==> config.mk <==
export PLATFORM = sky130hd
export DESIGN_NAME = register_file
export DESIGN_NICKNAME = d
export VERILOG_FILES = /design/src/rtl/register_file_pkg.sv /design/src/rtl/register_file.sv
export SDC_FILE = /design/constraint.sdc
export NUM_CORES = 2
export LEC_CHECK = 0
export ABC_AREA = 1
export ABC_CLOCK_PERIOD_IN_PS = 36500
export BUFFER_PORTS_ARGS = -buffer_cell sky130_fd_sc_hd__buf_2
export CORE_ASPECT_RATIO = 0.6
export CORE_MARGIN = 5
export CORE_UTILIZATION = 45
export CTS_BUF_LIST = sky130_fd_sc_hd__clkbuf_4 sky130_fd_sc_hd__clkbuf_8 sky130_fd_sc_hd__clkbuf_16
export CTS_CLUSTER_SIZE = 40
export DETAILED_ROUTE_END_ITERATION = 10
export PLACE_DENSITY_LB_ADDON = 0.2
export SYNTH_ARGS = -nofsm -noshare
export SYNTH_HDL_FRONTEND = slang
export SYNTH_SLANG_ARGS = --single-unit
==> constraint.sdc <==
create_clock -name clk -period 36.5 [get_ports clk]
set_clock_uncertainty 0.05 [all_clocks]
set_input_delay 7.3 -clock clk [delete_from_list [all_inputs] [get_ports clk]]
set_output_delay 7.3 -clock clk [all_outputs]
set_load 0.01 [all_outputs]
==> src/rtl/register_file_pkg.sv <==
// Shared constants for the RV32I integer register file.
//   DefDataWidth    : default register / data-port width (32)
//   DefAddressWidth : default register index width (5)
//   NumRegs         : register count for the default index width (32)
//   ZeroReg         : index of the hardwired-zero register x0
package register_file_pkg;

  localparam int unsigned DefDataWidth    = 32;
  localparam int unsigned DefAddressWidth = 5;
  localparam int unsigned NumRegs         = 2 ** DefAddressWidth;
  localparam logic [DefAddressWidth-1:0] ZeroReg = 5'd0;

endpackage : register_file_pkg

==> src/rtl/register_file.sv <==
// RV32I integer register file: 2**AddressWidth registers of DataWidth bits,
// two combinational read ports and one synchronous write port. x0 reads as 0
// and ignores writes.
// Ports:
//   clk             : clock, writes commit on the rising edge
//   rst             : asynchronous active-high reset, clears every register
//   rs1 / rs2       : read indices
//   rs1_data_out    : contents of register rs1 (combinational, no bypass)
//   rs2_data_out    : contents of register rs2 (combinational, no bypass)
//   rd              : write index
//   rd_write_enable : commit rd_data_in to register rd on the next edge
//   rd_data_in      : write data
module register_file
  import register_file_pkg::*;
#(
  parameter int unsigned DataWidth    = DefDataWidth,
  parameter int unsigned AddressWidth = DefAddressWidth
) (
  input  logic                    clk,
  input  logic                    rst,
  input  logic [AddressWidth-1:0] rs1,
  output logic [DataWidth-1:0]    rs1_data_out,
  input  logic [AddressWidth-1:0] rs2,
  output logic [DataWidth-1:0]    rs2_data_out,
  input  logic [AddressWidth-1:0] rd,
  input  logic                    rd_write_enable,
  input  logic [DataWidth-1:0]    rd_data_in
);

  localparam int unsigned RegCount = 2 ** AddressWidth;
  localparam logic [AddressWidth-1:0] ZeroIdx = AddressWidth'(ZeroReg);

  logic [DataWidth-1:0] regs_q [RegCount];
  logic [DataWidth-1:0] regs_d [RegCount];

  // Next state: at most one register changes per edge; x0 is never written,
  // so its entry holds the reset value of zero forever.
  always_comb begin
    regs_d = regs_q;
    if (rd_write_enable && (rd != ZeroIdx)) begin
      regs_d[rd] = rd_data_in;
    end
  end

  always_ff @(posedge clk or posedge rst) begin
    if (rst) begin
      for (int i = 0; i < int'(RegCount); i++) begin
        regs_q[i] <= '0;
      end
    end else begin
      regs_q <= regs_d;
    end
  end

  // Reads come straight from the flops: during a write cycle they still show
  // the old value, and the new one appears right after the edge.
  always_comb begin
    rs1_data_out = (rs1 == ZeroIdx) ? '0 : regs_q[rs1];
    rs2_data_out = (rs2 == ZeroIdx) ? '0 : regs_q[rs2];
  end

endmodule : register_file

== Word level (Yosys, flattened, before mapping) ==
Cells that the tools add are included.
Cells by class
  reductions and logical operators: 5
  magnitude comparators: 4
  bitwise operators: 3
  muxes and demuxes: 11
Operators with widths (number)
  1024-bit bitwise mux: 1
  32-bit binary-select mux with 5-bit select: 2
  32-bit two-way mux: 7
  32-bit demux with 5-bit select: 1
  6-bit greater-or-equal comparator (second input constant): 3
  5-bit NOT with 6-bit output: 3
  5-bit logical NOT: 2
  6-bit by 1-bit < comparator with 1-bit output (second input constant): 1
  5-bit nonzero test: 1
  1-bit logical AND: 2
Storage, ports and cells
  output and inout port bits: 64
  input port bits: 50
  bits in registers: 1024

== Logic depth before layout (Yosys ltp) ==
  depth after elaboration: 6
  mapped depth: 13

== Worst setup path after synthesis ==
No wires, ideal clock.
  path kind: input to output
  start point: in rs2[2]
  end point: out rs2_data_out[19]
  arrival: 8583 ps
  stages: 10
  path slack: 20567 ps
  cells stage by stage: clkbuf_1 -> inv_2 -> clkbuf_1 -> clkbuf_1 -> nand3_1 -> nand2_1 -> nand2_1 -> nand3_1 -> nand2_1 -> nor2_1
Between the ends
  longest elaborated chain between the ends: 5
  elaborated cells between the ends (all ways): 6
  classes of those cells: 4 x mux; 1 x bitwise; 1 x reduce/logical
Ends and longest elaborated chain
  start: declaration: RTL line register_file.sv:23  | input logic [AddressWidth-1:0] rs2,
  5-bit NOT with 6-bit output (not written as such): RTL line register_file.sv:59  | rs2_data_out = (rs2 == ZeroIdx) ? '0 : regs_q[rs2];
  32-bit binary-select mux with 5-bit select: RTL line register_file.sv:59
  32-bit two-way mux (not written as such) (2 in series): RTL line register_file.sv:59
  32-bit two-way mux (*): RTL line register_file.sv:59
  end: declaration: RTL line register_file.sv:24  | output logic [DataWidth-1:0] rs2_data_out,
Mark *: on every way between the ends. The rest lies on a longest branch, timed or not. The select of a mux whose other input is x is not followed.

== Worst setup path after layout ==
  start point: in rs1[0]
  end point: out rs1_data_out[16]
Between the ends
  longest elaborated chain between the ends: 5
  elaborated cells between the ends (all ways): 6
  classes of those cells: 4 x mux; 1 x bitwise; 1 x reduce/logical
Ends and longest elaborated chain
  start: declaration: RTL line register_file.sv:21  | input logic [AddressWidth-1:0] rs1,
  5-bit NOT with 6-bit output (not written as such): RTL line register_file.sv:58  | rs1_data_out = (rs1 == ZeroIdx) ? '0 : regs_q[rs1];
  32-bit binary-select mux with 5-bit select: RTL line register_file.sv:58
  32-bit two-way mux (not written as such) (2 in series): RTL line register_file.sv:58
  32-bit two-way mux (*): RTL line register_file.sv:58
  end: declaration: RTL line register_file.sv:22  | output logic [DataWidth-1:0] rs1_data_out,
Marks and branches as above.

==> results.tsv <==
metric	value	unit
status	completed	
I/O pin cnt	114	
#FFs+latches synth	1024	
die area	133600	um2
CTS buffer count	105	
Die Wd	468.5	um
Max Cap Violations	0	
vias post-DR	58257	
drt drc	0	
Power, Total	3.378	mW
ANT nets after route	0	
syn avg cell area	6.821	um2
Vias/cell	5.998	
met3 wire length	33200	um
Syn Nets	8373	
drt first-iter violations	10080	
final period utilization	0.5112	
Post-CTS Setup Repair Bufs	0	
Async SR Flop Fraction	1.000	
GPL Wtd Cong	0.8740	
initial antenna violation count	32	
Top Registers	regs_q (1024)	
DP Area	57650	um2
cell breakdown of the critical path	buf_8 > inv_8 > buf_4 > buf_4 > o21ai_0 > nand3_1 > nand3_1 > nand2_1 > nand2_1 > nor2_1 > buf_2	
max reg flops	1024	
CTS tree	built	
Hold-fix buffers, CTS	0	
HPWL after DPL	126900	um
Max Clock Freq	0.05360	GHz
Biggest register	regs_q	
WL met1	99000	um
max incr delay on CP	0.83	ns
CP endpoint kind	output port	
Site Rows	100	
initial cell density of the core	0.4555	
crit path buf inv count	5	
slew at the pin with the worst max-slew slack	1.272	ns
Critical Path AT	11.31	ns
PwrDens	54.90	nW/um2
final hold violations	0	
root buffer cell	clkbuf_16	
Synth area leaders	dfrtp_1 45%, nand2_1 20%, o21ai_0 11%, nand3_1 8.6%, nor2_1 4.5%	
critical-path maximum fanout	83	
Clock transition at path regs	0.06	ns
Layout Cells excl Fill	9712	
setup_tns	0	ns
Worst Path Required	29.15	ns
LEAKAGE	29.12	nW
Routed WL	236700	um
H-tree depth	3	
max_slew headroom	0.1519	
first-pass GRT wire length	351500	um
cell area after layout	61520	um2
synthesized instance count	8323	
flop2flop setup slack	35.65	ns
sequential share of the synthesized area	0.4514	
Routed WL per cell	24.37	um
all-layer global routing usage	0.3453	
Yosys warnings	0	
Slew Limit Fails	0	
Clock Latency Late Sink	0.72	ns
final setup violation count	0	
fin util	0.4936	
post_cts resized	0	
largest net degree at the start of global routing	198	
nets@finish	7977	
EDFF count, synth	0	
top-count cell post-synth	nand2_1	
post-synth top area cell	dfrtp_1	
Top Layer Used	met5	
area of the mapped netlist	56770	um2
Synth top area share	0.4514	
Max Root-Sink Buffers	3	
TritonRoute pass-1 iters	9	
Top delay family on crit path	buffers and inverters	
vias in the first global route	52374	
Sink Count	1024	
ys flop type	dfrtp_1	
Placeable Area	124600	um2
gr ovfl total	0	
Commonest cells post-synth	3009 x nand2_1, 1278 x o21ai_0, 1024 x dfrtp_1, 981 x nand3_1, 679 x nor2_1	
Hold/Removal Path Class	reg2reg	
Worst setup SP type	primary input	
Syn-to-layout area delta	8.364	%
unrepaired setup endpoints after global routing	false	
CP Class	in2out	
met2 routed WL	93370	um
Port Buffers	113	
min Tclk post-route	18.66	ns
Die H	285.1	um
Worst IR Drop VDD	36.89	uV
Slowest-stage cell, CP	buf_4	
ratio of cells with drive above 1 in the final layout	0.05837	
Yosys cell types	22	
placed cells	9503	
==> where the power goes <==
| part | total [mW] | switching (mW) | internal, mW |
|---|---|---|---|
| Combinational | 0.650 | 0.430 | 0.220 |
| Clock | 1.21 | 0.498 | 0.716 |
| Sequential | 1.51 | 0.164 | 1.35 |
==> worst paths after layout <==
path | from | to | cells after the start
worst max-delay path | rs1[0] | rs1_data_out[16] | 11
worst min-delay path | regs_q[1015] | regs_q[1015] | 0
worst max register to register | regs_q[553] | regs_q[553] | 2
worst min register to register | regs_q[1015] | regs_q[1015] | 0
max in group asynchronous | rst | regs_q[422] | 4
min in group asynchronous | rst | regs_q[920] | 2
==> cell type report <==
class,instances,area [um2]
Multi-Input combinational cell,6300,27300
Fill cell,12461,63100
Clock buffer,154,3253
Tap cell,1683,2106
Sequential cell,1024,25620
Clock inverter,44,589.3
Timing Repair Buffer,214,1509
Antenna cell,11,27.53
Inverter,282,1104
==> cell usage in the layout (no fill, tap or decap), types with 6 or more instances in the layout <==
cell type / instances
nand2_1: 2983
o21ai_0: 1278
dfrtp_1: 1024
nand3_1: 980
nor2_1: 678
inv_1: 265
a21oi_1: 193
clkbuf_16: 109
buf_2: 106
buf_4: 93
o211ai_1: 85
o21ai_1: 59
clkbuf_8: 30
clkinv_2: 26
nand2_2: 24
clkbuf_4: 15
bufinv_16: 14
diode_2: 11
buf_12: 11
inv_2: 8
nor3_2: 6
nor2_4: 6
==> metrics by stage <==
step                hold slack, ns  worst slack, ns
floorplan                   0.4005           0.3335
global placement            0.3374            17.95
detailed placement          0.3381            17.98
CTS                         0.3518            17.99
global route                0.3643            17.80
finish                      0.3497            17.84
==> worst register-to-register path: cells and delay by family (launching register included) <==
family          cells  cell delay, ns
compound gates      1            0.13
simple gates        1            0.09
flops               1            0.41
==> cells by family after synthesis <==
family	Yosys count	share of synthesized area
buffers and inverters	999	0.06940
DFF	1024	0.4514
and+or+nand+nor	4685	0.3331
AOI/OAI and AO/OA	1615	0.1461
==> layer usage <==
layer | up-vias | global-route usage
li1 | 26126 | -
met1 | 27333 | 0.5102
met2 | 4126 | 0.4748
met3 | 656 | 0.09653
met4 | 16 | 0.1365
met5 | - | 0
Power figures use the tool's default switching activity.
